## config.mk

```make
export PLATFORM = sky130hd
export DESIGN_NAME = draw_port_arbiter_flat
export DESIGN_NICKNAME = d
export VERILOG_FILES = /design/src/rtl/draw_port_arbiter_pkg.sv /design/src/rtl/draw_port_arbiter_if.sv /design/src/rtl/draw_port_arbiter_rr_picker.sv /design/src/rtl/draw_port_arbiter.sv /design/src/flat_wrapper.sv
export SDC_FILE = /design/constraint.sdc
export NUM_CORES = 1
export LEC_CHECK = 0
export CORE_UTILIZATION = 35
export DETAILED_ROUTE_END_ITERATION = 16
export GPL_TIMING_DRIVEN = 0
export MAX_ROUTING_LAYER = met4
export PLACE_DENSITY = 0.78
export SYNTH_ARGS = -nofsm -noshare
export SYNTH_HDL_FRONTEND = slang
export SYNTH_SLANG_ARGS = --single-unit
export TNS_END_PERCENT = 20
```

## constraint.sdc

```tcl
create_clock -name clk -period 2.58 [get_ports clk]
set_input_delay 0.387 -clock clk [delete_from_list [all_inputs] [get_ports clk]]
set_output_delay 0.387 -clock clk [all_outputs]
set_load 0.02 [all_outputs]
```

## src/rtl/draw_port_arbiter_pkg.sv

```systemverilog
// draw_port_arbiter_pkg: shared widths, colours, arbiter state encoding and round-robin helper
package draw_port_arbiter_pkg;
   localparam int XW_DEF = 10;
   localparam int YW_DEF = 10;
   localparam int CW_DEF = 3;
   localparam logic [2:0] BLACK = 3'b000;
   localparam logic [2:0] WHITE = 3'b111;
   typedef enum logic [1:0] {IDLE = 2'd0, OWN = 2'd1, RELEASE = 2'd2} arb_state_t;
   function automatic int rr_slot(int last, int k, int n);
      return (last + k) % n;
   endfunction
endpackage

```

## src/rtl/draw_port_arbiter_if.sv

```systemverilog
// draw_port_arbiter_if: draw engines (master) to framebuffer-port arbiter (slave) bundle
interface draw_port_arbiter_if import draw_port_arbiter_pkg::*; #(
   parameter int N_REQ = 4,
   parameter int XW = XW_DEF,
   parameter int YW = YW_DEF,
   parameter int CW = CW_DEF
);
   logic [N_REQ-1:0] req, done, wren_in, gnt;
   logic [N_REQ*XW-1:0] x_in;
   logic [N_REQ*YW-1:0] y_in;
   logic [N_REQ*CW-1:0] color_in;
   logic vga_wren, busy, timeout;
   logic [XW-1:0] vga_x;
   logic [YW-1:0] vga_y;
   logic [CW-1:0] vga_color;
   modport master(output req, done, wren_in, x_in, y_in, color_in,
                  input gnt, vga_wren, vga_x, vga_y, vga_color, busy, timeout);
   modport slave(input req, done, wren_in, x_in, y_in, color_in,
                 output gnt, vga_wren, vga_x, vga_y, vga_color, busy, timeout);
endinterface

```

## src/rtl/draw_port_arbiter_rr_picker.sv

```systemverilog
// rr_picker: first requester after last owner, as one-hot and index
module rr_picker import draw_port_arbiter_pkg::*; #(
   parameter int N = 4,
   parameter int IW = 2
) (
   input  logic [N-1:0]  req,
   input  logic [IW-1:0] last,
   output logic [N-1:0]  pick,
   output logic [IW-1:0] idx
);
   // scan from farthest to nearest so the nearest set request overwrites the rest
   always_comb begin
      pick = '0;
      idx = '0;
      for (int k = N; k >= 1; k--) begin
         if (req[rr_slot(int'(last), k, N)]) begin
            pick = '0;
            pick[rr_slot(int'(last), k, N)] = 1'b1;
            idx = IW'(rr_slot(int'(last), k, N));
         end
      end
   end
endmodule

```

## src/rtl/draw_port_arbiter.sv

```systemverilog
// draw_port_arbiter: round-robin owner of the VGA write port; DRAW_ARB_TIMEOUT_EN adds forced release
module draw_port_arbiter import draw_port_arbiter_pkg::*; #(
   parameter int N_REQ = 4,
   parameter int XW = XW_DEF,
   parameter int YW = YW_DEF,
   parameter int CW = CW_DEF,
   parameter int TIMEOUT = 4096
) (
   input logic clk,
   input logic resetn,
   draw_port_arbiter_if.slave bus
);
   localparam int IW = N_REQ > 1 ? $clog2(N_REQ) : 1;
   arb_state_t state;
   logic [IW-1:0] owner, pick_idx;
   logic [N_REQ-1:0] pick;
   logic fin, strobe;
   assign fin = bus.done[owner] | ~bus.req[owner];
   assign strobe = bus.wren_in[owner];
   rr_picker #(.N(N_REQ), .IW(IW)) u_picker (.req(bus.req), .last(owner), .pick(pick), .idx(pick_idx));
`ifdef DRAW_ARB_TIMEOUT_EN
   logic [11:0] hold;
   logic expire;
   assign expire = hold == 12'(TIMEOUT - 1);
`else
   assign bus.timeout = 1'b0;
`endif
   // grant FSM; owner doubles as last_owner for the next round-robin scan
   always_ff @(posedge clk) begin
      if (!resetn) begin
         state <= IDLE;
         owner <= IW'(N_REQ - 1);
         bus.gnt <= '0;
         bus.busy <= 1'b0;
         bus.vga_wren <= 1'b0;
         bus.vga_x <= '0;
         bus.vga_y <= '0;
         bus.vga_color <= CW'(BLACK);
`ifdef DRAW_ARB_TIMEOUT_EN
         bus.timeout <= 1'b0;
         hold <= '0;
`endif
      end else begin
         case (state)
            IDLE: if (|bus.req) begin
               bus.gnt <= pick;
               owner <= pick_idx;
               bus.busy <= 1'b1;
               state <= OWN;
`ifdef DRAW_ARB_TIMEOUT_EN
               hold <= '0;
`endif
            end
            OWN: begin
               bus.vga_wren <= strobe;
               if (strobe) begin
                  bus.vga_x <= bus.x_in[int'(owner)*XW +: XW];
                  bus.vga_y <= bus.y_in[int'(owner)*YW +: YW];
                  bus.vga_color <= bus.color_in[int'(owner)*CW +: CW];
               end
`ifdef DRAW_ARB_TIMEOUT_EN
               hold <= hold + 12'd1;
               if (expire) begin
                  bus.vga_wren <= 1'b0;
                  bus.vga_x <= bus.vga_x;
                  bus.vga_y <= bus.vga_y;
                  bus.vga_color <= bus.vga_color;
                  bus.timeout <= 1'b1;
                  bus.gnt <= '0;
                  bus.busy <= 1'b0;
                  state <= RELEASE;
               end else
`endif
               if (fin) begin
                  bus.gnt <= '0;
                  bus.busy <= 1'b0;
                  state <= RELEASE;
               end
            end
            RELEASE: begin
               bus.vga_wren <= 1'b0;
`ifdef DRAW_ARB_TIMEOUT_EN
               bus.timeout <= 1'b0;
`endif
               state <= IDLE;
            end
            default: state <= IDLE;
         endcase
      end
   end
endmodule

```

## src/flat_wrapper.sv

```systemverilog
// flat-port wrapper written by rule: the top's interface ports become plain ports
module draw_port_arbiter_flat import draw_port_arbiter_pkg::*;
#(
   parameter int N_REQ = 4,
   parameter int XW = XW_DEF,
   parameter int YW = YW_DEF,
   parameter int CW = CW_DEF,
   parameter int TIMEOUT = 4096
)
  (clk, resetn, bus_req, bus_done, bus_wren_in, bus_x_in, bus_y_in, bus_color_in, bus_gnt, bus_vga_wren, bus_vga_x, bus_vga_y, bus_vga_color, bus_busy, bus_timeout);
  draw_port_arbiter_if #(.N_REQ(N_REQ), .XW(XW), .YW(YW), .CW(CW)) bus_i ();
  input logic clk;
  input logic resetn;
  input wire logic [$bits(bus_i.req)-1:0] bus_req;
  input wire logic [$bits(bus_i.done)-1:0] bus_done;
  input wire logic [$bits(bus_i.wren_in)-1:0] bus_wren_in;
  input wire logic [$bits(bus_i.x_in)-1:0] bus_x_in;
  input wire logic [$bits(bus_i.y_in)-1:0] bus_y_in;
  input wire logic [$bits(bus_i.color_in)-1:0] bus_color_in;
  output wire logic [$bits(bus_i.gnt)-1:0] bus_gnt;
  output wire logic [$bits(bus_i.vga_wren)-1:0] bus_vga_wren;
  output wire logic [$bits(bus_i.vga_x)-1:0] bus_vga_x;
  output wire logic [$bits(bus_i.vga_y)-1:0] bus_vga_y;
  output wire logic [$bits(bus_i.vga_color)-1:0] bus_vga_color;
  output wire logic [$bits(bus_i.busy)-1:0] bus_busy;
  output wire logic [$bits(bus_i.timeout)-1:0] bus_timeout;
  assign bus_i.req = bus_req;
  assign bus_i.done = bus_done;
  assign bus_i.wren_in = bus_wren_in;
  assign bus_i.x_in = bus_x_in;
  assign bus_i.y_in = bus_y_in;
  assign bus_i.color_in = bus_color_in;
  assign bus_gnt = bus_i.gnt;
  assign bus_vga_wren = bus_i.vga_wren;
  assign bus_vga_x = bus_i.vga_x;
  assign bus_vga_y = bus_i.vga_y;
  assign bus_vga_color = bus_i.vga_color;
  assign bus_busy = bus_i.busy;
  assign bus_timeout = bus_i.timeout;
  draw_port_arbiter #(.N_REQ(N_REQ), .XW(XW), .YW(YW), .CW(CW), .TIMEOUT(TIMEOUT)) u_core (.clk(clk), .resetn(resetn), .bus(bus_i));
endmodule
```

==> impl_metrics.yaml <==
status:
  status: "complete, no violations"
cells_and_area:
  layout-drive-gt1-share_pct: 17.4
  diodes: 0
  fill_cells: 569
  postLayoutCoreUtil_pct: 62.2
  nets: 495
  fin_area_sq_mm: 0.00397
  stdcell_count: 456
  syn_to_final_growth_pct: 69.7
placement:
  dp_cells: 440
  dp_slack_ps: -307
  dp_hpwl_um: 5790
  port_buffers: 131
  gp_congestion: 0.916
  place_area_sq_mm: 0.00376
synth:
  synth-async-reset-ratio_pct: 0
  synth_top_family_by_area: "multiplexers"
  yosys.area_share.simple_pct: 14.3
  yosysSeqAreaShare_pct: 28.2
  synth_area_per_cell_sq_um: 10.1
  netlist_area_sq_mm: 0.00234
  synth_top_flop_cell: "dfxtp_1"
  yosys_warnings: 0
  netlist_instances: 232
  synth_xor_area_share_pct: 0
  ys_types: 37
  ys_seq_elements: 33
  syn-num-nets: 349
  synth_compound_area_share_pct: 14.9
  synth_edf_count: 0
  synthAdderAreaFrac_pct: 5.88
  synth_mux_area_share_pct: 29.6
clock_network:
  htree_levels: 2
  cts_made_buffers: 5
  ctsHoldBuffers: 0
  clock_sinks: 33
  path_clk_slew_ps: 70
  cts_tree: "built"
  clk_latency_ps: 280
  ctsLongestPathBuffers: 2
  cts_root_buf: "clkbuf_8"
grt:
  grt_pass1_vias: 2400
  grt_pass1_wl_um: 11600
  grt_start_max_net_pins: 20
  grt_antenna_before_repair: 0
  grt-ovfl-total: 0
  grt_usage_pct: 21.4
power_and_ir_drop:
  p_clk_share_pct: 14.9
  seqPwrFrac_pct: 21.6
  power_density_mw_per_mm2: 848
  combPwrFrac_pct: 63.5
  peakVddDrop_mv: 0.581
  power.switching_mw: 1.27
  cellLeakagePower_nw: 1.47
  total_power_mw: 3.37
  power.internal_mw: 2.10
  switching_share_pct: 37.6
detailed_routing:
  dr.first_iter.drc_count: 74
  first_pass_iters: 6
  vias_per_cell: 5.35
  wirelength_um: 7290
  drc_errors: 0
  vias: 2441
  routedWlPerCell_um: 16.0
  ant_nets: 0
worst_setup_path:
  r2r_slack_ps: 120
  cp-start-kind: "flip-flop"
  crit_type: "flip-flop to flip-flop"
  arrival_ps: 2620
  end_kind: "flip-flop"
  cp.required_ps: 2740
  cp_max_fo: 10
floorplanning:
  core_sq_mm: 0.00639
  start_util_pct: 36.7
  die_w_um: 83.8
  core.rowCount: 29
  die-area_sq_mm: 0.00702
  ios: 136
  die_y_um: 83.8
timing:
  worst_slack_ps: 116
  clock_skew_ps: 8.85
  max_freq_mhz: 406
  relSlewSlack_pct: 52.5
  period_share_pct: 95.5
  holdWs_ps: 452
  min_period_ps: 2460
  hold_viol_final: 0
  finalSetupTns_ps: 0
  worst_slew_pin_slew_ps: 702
  finalSetupViolCount: 0
  drv_slew: 0
  rsz0062_at_grt: "false"
worst_hold_path:
  holdCritPathClass: "flip-flop to flip-flop"
job:
  maxCapViolCount: 0
## power by group through the flow
stage	registers [mW]	clock network, mW	logic (mW)
global placement	0.731	0	1.97
CTS	0.728	0.511	2.04
finish	0.728	0.501	2.14
floorplan	0.847	0	1.25
detailed placement	0.733	0	2.01
global route	0.743	0.537	2.30
## timing repair
action,4_1_cts,5_1_grt
buffers inserted,1,8
setup endpoints to repair,5,4
resized for setup,7,3
pin swaps,0,0
endpoints found under the hold margin,0,0
## worst paths after layout
kind | startpoint | endpoint | depth (start not counted)
worst max register to register | u_core.owner[1] | u_core.bus.gnt[2] | 7
worst min-delay path | u_core.bus.vga_x[0] | u_core.bus.vga_x[0] | 2
worst max-delay path | u_core.owner[1] | u_core.bus.gnt[2] | 7
worst min register to register | u_core.bus.vga_x[0] | u_core.bus.vga_x[0] | 2
## layout make-up
type | instances | area, sq um | share of cell area (%)
multi-input combinational | 172 | 1530 | 38.5
timing repair buffer | 140 | 1380 | 34.7
sequential | 33 | 663 | 16.7
buffer | 20 | 158 | 3.97
tap | 77 | 96.3 | 2.42
clock buffer | 7 | 86.3 | 2.17
clock inverter | 1 | 30.0 | 0.756
inverter | 6 | 30.0 | 0.756
## per-layer routing
layer / wire, um / track usage [%] / vias to the layer above
li1: - / - / 1164
met1: 2930 / 24.0 / 1164
met2: 3770 / 38.3 / 105
met3: 525 / 5.24 / 8
met4: 61 / 4.93 / 0
met5: 0 / - / -
## sequential cells by signal (all words and copies together), names as in the netlist
register,cells
u_core.bus.busy,1
u_core.bus.gnt,4
u_core.bus.vga_color,3
u_core.bus.vga_wren,1
u_core.bus.vga_x,10
u_core.bus.vga_y,10
u_core.owner,2
u_core.state,2
## placed cells by master, fill, tap and decap left out, drive strengths merged, types with 2 or more instances in the layout
cell,instances
clkdlybuf4s50,131
nand2,50
dfxtp,33
a21oi,29
mux4,28
buf,22
clkbuf,14
ha,11
inv,4
mux2i,4
nor2,4
nand4,4
o221ai,4
a221oi,4
o2bb2ai,4
and2,3
o31ai,3
clkinvlp,2
mux2,2
and4,2
a31oi,2
nand2b,2
a211oi,2
nor2b,2
## worst max-delay path, stage by stage (launching register included)
cell	delay, ps
dfxtp_2	420
buf_6	190
clkinvlp_4	170
ha_4	330
mux4_2	560
or2_4	290
a221oi_1	240
o2bb2ai_1	130
## synth_stat cells, drive strengths merged (3+ instances only)
master,instances,area [sq um]
a21oi,29,145
a221oi,4,35.0
and2,3,18.8
buf,14,113
clkbuf,7,26.3
dfxtp,33,661
ha,11,138
inv,6,22.5
mux2i,4,40.0
mux4,28,631
nand2,50,188
nand4,4,25.0
nor2,4,15.0
o221ai,4,35.0
o2bb2ai,4,35.0
o31ai,3,22.5
## kinds of logic after synthesis
kind of cell | count (synthesis)
AND/OR/NAND/NOR | 72
AO/OA/AOI/OAI | 54
multiplexers | 34
flip-flops | 33
buffers and inverters | 27
adder cells (fa/ha/maj) | 11
other | 1
Note: power is estimated with default switching activity, not from simulation.
